===== src/rtl/aes_block_serializer_pkg.sv =====
// Shared types and helpers for the AES ciphertext block serializer.
package aes_block_serializer_pkg;

  localparam int AES_BLOCK_W = 128;

  typedef logic [AES_BLOCK_W-1:0] aes_block_t;

  // Width of a beat counter for a given beat size; never narrower than one bit.
  function automatic int beat_cnt_w(input int out_w);
    int nbeats;
    nbeats = AES_BLOCK_W / out_w;
    if (nbeats > 1) begin
      return $clog2(nbeats);
    end else begin
      return 1;
    end
  endfunction

endpackage


===== src/rtl/aes_block_serializer_chk.sv =====
// Simulation-only property checks for the block serializer output stream.
module aes_block_serializer_chk
  import aes_block_serializer_pkg::*;
#(
  parameter int DEPTH = 4,
  parameter int OUT_W = 8,
  localparam int CW = $clog2(DEPTH) + 1
) (
  input logic             clk,
  input logic             rst,
  input logic             out_valid,
  input logic             out_ready,
  input logic [OUT_W-1:0] out_data,
  input logic             out_last,
  input logic [CW-1:0]    fifo_level
);

  if ((AES_BLOCK_W % OUT_W) != 0) begin : g_bad_out_w
    $error("OUT_W must divide the AES block width");
  end

  a_level_bound: assert property (@(posedge clk) disable iff (rst)
    fifo_level <= CW'(DEPTH));

  a_hold_stall: assert property (@(posedge clk) disable iff (rst)
    (out_valid && !out_ready) |=> (out_valid && $stable(out_data) && $stable(out_last)));

endmodule


===== src/rtl/aes_block_serializer_fifo.sv =====
// Block FIFO of DEPTH ciphertext blocks; a push into a full FIFO is taken only alongside a pop.
module aes_block_fifo
  import aes_block_serializer_pkg::*;
#(
  parameter int DEPTH = 4,
  localparam int PW = $clog2(DEPTH),
  localparam int CW = $clog2(DEPTH) + 1
) (
  input  logic          clk,
  input  logic          rst,
  input  logic          push,
  input  logic          pop,
  input  aes_block_t    wdata,
  output aes_block_t    head,
  output logic [CW-1:0] count,
  output logic          full,
  output logic          empty
);

  aes_block_t    mem_r [DEPTH];
  logic [PW-1:0] wr_ptr_r;
  logic [PW-1:0] rd_ptr_r;
  logic [CW-1:0] count_r;
  logic          wr_en_s;

  assign full    = (count_r == CW'(DEPTH));
  assign empty   = (count_r == CW'(0));
  assign wr_en_s = push && (!full || pop);
  assign head    = mem_r[rd_ptr_r];
  assign count   = count_r;

  // Block storage; contents are left alone by reset
  always_ff @(posedge clk) begin
    if (wr_en_s) begin
      mem_r[wr_ptr_r] <= wdata;
    end
  end

  // Pointers wrap naturally because DEPTH is a power of two
  always_ff @(posedge clk or posedge rst) begin
    if (rst) begin
      wr_ptr_r <= '0;
      rd_ptr_r <= '0;
    end else begin
      if (wr_en_s) begin
        wr_ptr_r <= wr_ptr_r + PW'(1);
      end
      if (pop) begin
        rd_ptr_r <= rd_ptr_r + PW'(1);
      end
    end
  end

  // Occupancy tracking
  always_ff @(posedge clk or posedge rst) begin
    if (rst) begin
      count_r <= '0;
    end else begin
      case ({wr_en_s, pop})
        2'b10:   count_r <= count_r + CW'(1);
        2'b01:   count_r <= count_r - CW'(1);
        default: count_r <= count_r;
      endcase
    end
  end

endmodule


===== src/rtl/aes_block_serializer.sv =====
// Serializes 128-bit AES blocks into OUT_W-bit valid/ready beats through a block FIFO.
module aes_block_serializer
  import aes_block_serializer_pkg::*;
#(
  parameter int DEPTH     = 4,
  parameter int OUT_W     = 8,
  parameter int MSB_FIRST = 1,
  localparam int CW = $clog2(DEPTH) + 1
) (
  input  logic             clk,
  input  logic             rst,
  input  logic             in_valid,
  input  aes_block_t       in_data,
  output logic             out_valid,
  input  logic             out_ready,
  output logic [OUT_W-1:0] out_data,
  output logic             out_last,
  output logic [CW-1:0]    fifo_level,
  output logic             overflow
);

  localparam int NBEATS = AES_BLOCK_W / OUT_W;
  localparam int BCW    = beat_cnt_w(OUT_W);

  aes_block_t     head_s;
  logic           full_s;
  logic           empty_s;
  logic [BCW-1:0] beat_cnt_r;
  logic [BCW-1:0] sel_s;
  logic           last_beat_s;
  logic           xfer_s;
  logic           pop_s;
  logic           overflow_r;

  aes_block_fifo #(.DEPTH(DEPTH)) u_fifo (
    .clk   (clk),
    .rst   (rst),
    .push  (in_valid),
    .pop   (pop_s),
    .wdata (in_data),
    .head  (head_s),
    .count (fifo_level),
    .full  (full_s),
    .empty (empty_s)
  );

  assign out_valid   = !empty_s;
  assign last_beat_s = (beat_cnt_r == BCW'(NBEATS - 1));
  assign out_last    = out_valid && last_beat_s;
  assign xfer_s      = out_valid && out_ready;
  assign pop_s       = xfer_s && last_beat_s;
  assign overflow    = overflow_r;

  // Map beat order onto the slice index inside the head block
  always_comb begin
    sel_s = beat_cnt_r;
    if (MSB_FIRST != 0) begin
      sel_s = BCW'(NBEATS - 1) - beat_cnt_r;
    end else begin
      sel_s = beat_cnt_r;
    end
  end

  assign out_data = head_s[int'(sel_s) * OUT_W +: OUT_W];

  // Beat position within the head block
  always_ff @(posedge clk or posedge rst) begin
    if (rst) begin
      beat_cnt_r <= '0;
    end else if (xfer_s) begin
      if (last_beat_s) begin
        beat_cnt_r <= '0;
      end else begin
        beat_cnt_r <= beat_cnt_r + BCW'(1);
      end
    end else begin
      beat_cnt_r <= beat_cnt_r;
    end
  end

  // Sticky drop flag: a block arrives full with no pop to make room
  always_ff @(posedge clk or posedge rst) begin
    if (rst) begin
      overflow_r <= 1'b0;
    end else if (in_valid && full_s && !pop_s) begin
      overflow_r <= 1'b1;
    end else begin
      overflow_r <= overflow_r;
    end
  end

  aes_block_serializer_chk #(.DEPTH(DEPTH), .OUT_W(OUT_W)) u_chk (
    .clk        (clk),
    .rst        (rst),
    .out_valid  (out_valid),
    .out_ready  (out_ready),
    .out_data   (out_data),
    .out_last   (out_last),
    .fifo_level (fifo_level)
  );

endmodule

===== config.mk =====
export PLATFORM = sky130hd
export DESIGN_NAME = aes_block_serializer
export DESIGN_NICKNAME = d
export VERILOG_FILES = /design/src/rtl/aes_block_serializer_pkg.sv /design/src/rtl/aes_block_serializer_chk.sv /design/src/rtl/aes_block_serializer_fifo.sv /design/src/rtl/aes_block_serializer.sv
export SDC_FILE = /design/constraint.sdc
export NUM_CORES = 1
export LEC_CHECK = 0
export CAP_MARGIN = 20
export CELL_PAD_IN_SITES_DETAIL_PLACEMENT = 0
export CELL_PAD_IN_SITES_GLOBAL_PLACEMENT = 1
export CORE_MARGIN = 1
export CORE_UTILIZATION = 51
export DETAILED_ROUTE_END_ITERATION = 8
export PLACE_DENSITY = 0.88
export SYNTH_ARGS = -nofsm -noshare
export SYNTH_HDL_FRONTEND = slang
export SYNTH_SLANG_ARGS = --single-unit
export TNS_END_PERCENT = 30

===== constraint.sdc =====
create_clock -name clk -period 5.1 [get_ports clk]
set_input_delay 1.02 -clock clk [delete_from_list [all_inputs] [get_ports clk]]
set_output_delay 1.02 -clock clk [all_outputs]
set_load 0.005 [all_outputs]

After elaboration in Yosys (flattened, before gate mapping). Memories as Yosys holds them, arrays and structs flattened. Index checks and enable logic that the tools add are counted.

Flip-flop bits (word level): 12. Bits in writable memories: 512. Input bits: 132. Output and inout port bits: 14. Memories: 1.

Memory list: u_fifo.mem_r (depth 4, width 128, read ports 1, clocked after Yosys merged registers in 0, wr ports 1, line aes_block_serializer_fifo.sv:20) `aes_block_t mem_r [DEPTH];`.

$add $sub $neg: 6. Equal/unequal tests: 4. Shifts and indexed selects: 1. Multiplexer cells: 4. Reductions and logical operators: 12.

Operators by type and width (number): $shiftx A128 B8 Y8 (1); $logic_and A1 B1 Y1 (6); $pmux W3 S2 (1); $add A2 B1 Y2 const B (2); $add A4 B1 Y4 const B (1); $eq A4 B4 Y1 const B (1); $mux W4 (1); $sub A4 B4 Y4 const A (1); $add A3 B1 Y3 const B (1); $eq A3 B3 Y1 const B (1); $logic_not A1 Y1 (3); $logic_not A3 Y1 (1); $sub A3 B1 Y3 const B (1); $eq A2 B1 Y1 const B (1); $eq A2 B2 Y1 const B (1); $mux W1 (2); $reduce_bool A2 Y1 (1); $logic_or A1 B1 Y1 (1).

Logic depth before layout (Yosys ltp).
Word-level depth: 8. Mapped depth: 9. Mapped depth without buffers: 8.

Cells and area by module. A second synthesis with hierarchy kept.

Cells, all modules: 847. Area, all modules: 20337.0 µm².

By module, submodules not included: aes_block_fifo (times used 1, cells each 720, area an instance 18955.7 µm²); aes_block_serializer (times used 1, cells each 127, area an instance 1381.3 µm²).

Worst setup path before layout. No wires, ideal clock.

Kind: input -> register. Start: input out_ready. End: memory u_fifo.mem_r[2][0] (netlist bit), enable pin. Library setup time: 502 ps. Arrival: 4766 ps. Data required time: 4598 ps. Setup slack: -169 ps. Stages on the path: 4. Cells stage by stage: o31a_1 > nand3_1 > a31oi_2 > and2_1.

Cells in the longest elaborated chain, start to end: 6.

RTL lines: from (decl) (line aes_block_serializer.sv:15) `input logic out_ready,`; $logic_and A1 B1 Y1 (line aes_block_serializer.sv:50) `assign xfer_s = out_valid && out_ready;`; $logic_and A1 B1 Y1 (line aes_block_serializer.sv:51) `assign pop_s = xfer_s && last_beat_s;`; $logic_or A1 B1 Y1 (line aes_block_serializer_fifo.sv:28) `assign wr_en_s = push && (!full || pop);`; $logic_and A1 B1 Y1 (line aes_block_serializer_fifo.sv:28); $mux W1 (line aes_block_serializer_fifo.sv:34) `if (wr_en_s) begin`; $mux W1 (not written as such) (line aes_block_serializer_fifo.sv:35) `mem_r[wr_ptr_r] <= wdata;`; to (decl) (line aes_block_serializer_fifo.sv:20).

No other way between the ends.

Worst setup path after layout.
Start: register u_fifo.rd_ptr_r[0]. End: output out_data[4].

Cells in the longest elaborated chain, start to end: 2.

RTL lines: from (decl) (line aes_block_serializer_fifo.sv:22) `logic [PW-1:0] rd_ptr_r;`; from (signal assigned) (line aes_block_serializer_fifo.sv:49) `rd_ptr_r <= rd_ptr_r + PW'(1);`; $mem_v2 Z4 W128; $shiftx A128 B8 Y8 (line aes_block_serializer.sv:64) `assign out_data = head_s[int'(sel_s) * OUT_W +: OUT_W];`; to (decl) (line aes_block_serializer.sv:16) `output logic [OUT_W-1:0] out_data,`.

No other way between the ends.

==> out/summary.txt <==
outcome: finished clean
Hold Path Depth: 1
Worst setup SP type: flip-flop
Post-synth EDFFs: 512
Req. time, crit path: 4.08 ns
hold path endpoint: overflow
Post-Syn Nets: 1145
Routed WL: 42700 µm
DP Wirelength: 26300 µm
reg-to-reg slack, setup: 1.50 ns
layout net count: 1324
Crit. End Element: output port
vias: 10195
area of the core: 39600 µm²
cell row count: 73
Yosys cell types: 48
Tot Pwr: 13.6 mW
most frequent cell after synthesis: edfxtp_1
Post-CTS Hold Fix Bufs: 0
max incr delay on CP: 0.68 ns
PostCTS Resize Cnt: 0
drt wl/cell: 24.4 µm
Iter 0 DRT Violations: 1029
Reg2Reg Depth: 5
min-delay worst type: flip-flop to flip-flop
GRT Overall Usage: 21.2%
hold path start: overflow
Top FF cell, synth: edfxtp_1
layout cells sized above 1: 21.1%
clk root buf: clkbuf_16
post-synth design cell area: 20500 µm²
YS warnings: 0
post-CTS setup buffer count: 0
Seq/Total Area, Yosys: 76.6%
kind of critical path: flip-flop to output port
Fmax achieved: 206 MHz
cell family with most CP delay: buffers and inverters
antenna violations before repair: 1
CTS Buf Count: 50
Slew @ Worst Pin: 0.925 ns
Area Growth Syn to Fin: 19.4%
crit path buf inv count: 3
n_diodes: 0
starting density of the core: 51.6%
max-cap violations: 0
CP max FO: 39
master of the slowest instance on the critical path: dfrtp_4
port bufs: 145
Post-synth top cells: 512 x edfxtp_1, 92 x mux4_2, 80 x nand2_1
fin. max-slew vios: 0
# IOs: 146
RR Endpoint: u_fifo.mem_r[2][66]
Leak: 7.84 nW
Final Skew: 0.0276 ns
drt pass-1 iters: 5
RSZ-0062 raised after global routing: no
Max VDD drop: 0.517 mV
post-synth top area share: 75.2%
final-report hold violation count: 0
CTS tree: built
largest net degree at the start of global routing: 91
clock tree buffer depth: 3
Synth async-reset ratio: 2.29%
ANT nets after route: 0
Rel. slew slack: 38.3%
Synth Register Bits: 524
die width: 202 µm
Final GP Congestion: 0.801
Util after Layout: 61.6%
leading area contributor after synthesis: edfxtp_1
fin crit share: 95.4%
Die Ht: 202 µm
vias per cell: 5.82
pwr dens: 556 nW/µm²
Final Critical Period: 4.86 ns
DRC errors left: 0
reg2reg start: beat_cnt_r[2]
syn_area_per_cell: 20.3 µm²
die area: 40900 µm²
grt ovf: 0
vias in the first global route: 10515
crit path DAT: 3.84 ns
Filler cells: 2767
Worst-path clk slew: 0.06 ns
Post-Syn Instances: 1007
insertion delay to the later sink of the worst-skew pair: 0.59 ns
crit path cell chain: buf_12 -> buf_4 -> mux4_2 -> nand2_1 -> o211ai_1 -> o22ai_1 -> a221oi_1 -> clkdlybuf4s50_1
H-tree depth: 2
final setup violating endpoints: 0
CTS Sinks: 524
Synth area leaders: edfxtp_1 75%, mux4_2 10%, mux2_2 2.5%, mux2i_1 1.7%, dfrtp_1 1.5%
first-pass GRT wire length: 64000 µm
-- stage by stage --
stage               setup WS (ns)  TNS [ns]  cell area [µm²]  hold slack (ns)  std cells
global route                0.137         0            24400            0.518       1752
global placement            0.717         0            22600            0.465       1658
finish                      0.237         0            24400            0.480       1752
detailed placement          0.722         0            22600            0.470       1658
floorplan                  -0.168    -43.11            20500            0.460       1007
CTS                        0.0747         0            24400            0.481       1751
-- report_power, final --
group,total [mW],switching (mW),leakage (nW),internal (mW)
clock network,3.93,1.55,0.870,2.38
registers,5.99,0.321,4.83,5.67
logic,3.66,2.05,2.14,1.61
-- worst register-to-register path, delay by kind of cell, from the launching register on --
kind	cells	cell delay [ns]
buf+inv	1	0.37
flops	1	0.95
compound gates	1	0.48
simple gates	3	1.46
-- final cells by class --
| type | instances | area (µm²) | area share, % |
|---|---|---|---|
| clock buffers | 53 | 1280 | 5.26 |
| clock inverters | 40 | 488 | 2.00 |
| inverters | 9 | 33.8 | 0.138 |
| multi-input cells | 423 | 4410 | 18.1 |
| flip-flops and latches | 524 | 15700 | 64.2 |
| well taps | 525 | 657 | 2.69 |
| repair buffers | 178 | 1860 | 7.62 |
-- worst max path at each step --
stage	to	start	slack (ns)	depth (start not counted)
after floorplan	u_fifo.mem_r[0][0]	out_ready	-0.17	4
after global placement	out_data[4]	u_fifo.rd_ptr_r[0]	0.72	8
after detailed placement	out_data[4]	u_fifo.rd_ptr_r[0]	0.72	8
after CTS	out_data[4]	u_fifo.rd_ptr_r[0]	0.07	8
after global routing	out_data[0]	beat_cnt_r[1]	0.14	6
final	out_data[4]	u_fifo.rd_ptr_r[0]	0.24	8
-- registers in the layout, indices dropped and copies added (netlist names) --
signal / flops
beat_cnt_r: 4
overflow: 1
u_fifo.count: 3
u_fifo.mem_r: 512
u_fifo.rd_ptr_r: 2
u_fifo.wr_ptr_r: 2
-- logic make-up after synthesis --
group                      count (synthesis)  synth area share (%)
buffers and inverters                     60                  1.86
adders and majority gates                  6                 0.404
muxes                                    177                  14.8
AOI/OAI and AO/OA                         78                  2.79
and+or+nand+nor                          156                  3.26
DFF                                      524                  76.6
xor gates and xnor gates                   6                 0.257
-- metal layers --
layer,vias up,global-route usage [%],routed length [µm],share of wire [%]
met5,-,1.67,103,0.24
met4,4,7.28,1050,2.5
met3,70,4.37,2900,6.8
met2,389,34.4,21200,50
met1,5269,28.7,17500,41
li1,4463,-,-,-
-- cell usage in the layout (no fill, tap or decap), drive strengths merged, types with 2 or more instances in the layout --
cell type	n
bufinv	11
o21ai	4
and2	6
mux4	95
a31oi	2
a22oi	17
nor2b	3
o31ai	2
buf	33
nand2	80
clkinv	28
clkdlybuf4s50	145
o22ai	14
edfxtp	512
a211oi	2
inv	8
a221oi	8
nor2	43
clkinvlp	2
mux2i	35
a21oi	8
clkbuf	53
ha	5
nand3	17
dfrtp	12
xnor2	6
o2111ai	8
mux2	47
o211ai	8
Note: power is estimated with default switching activity, not from simulation.
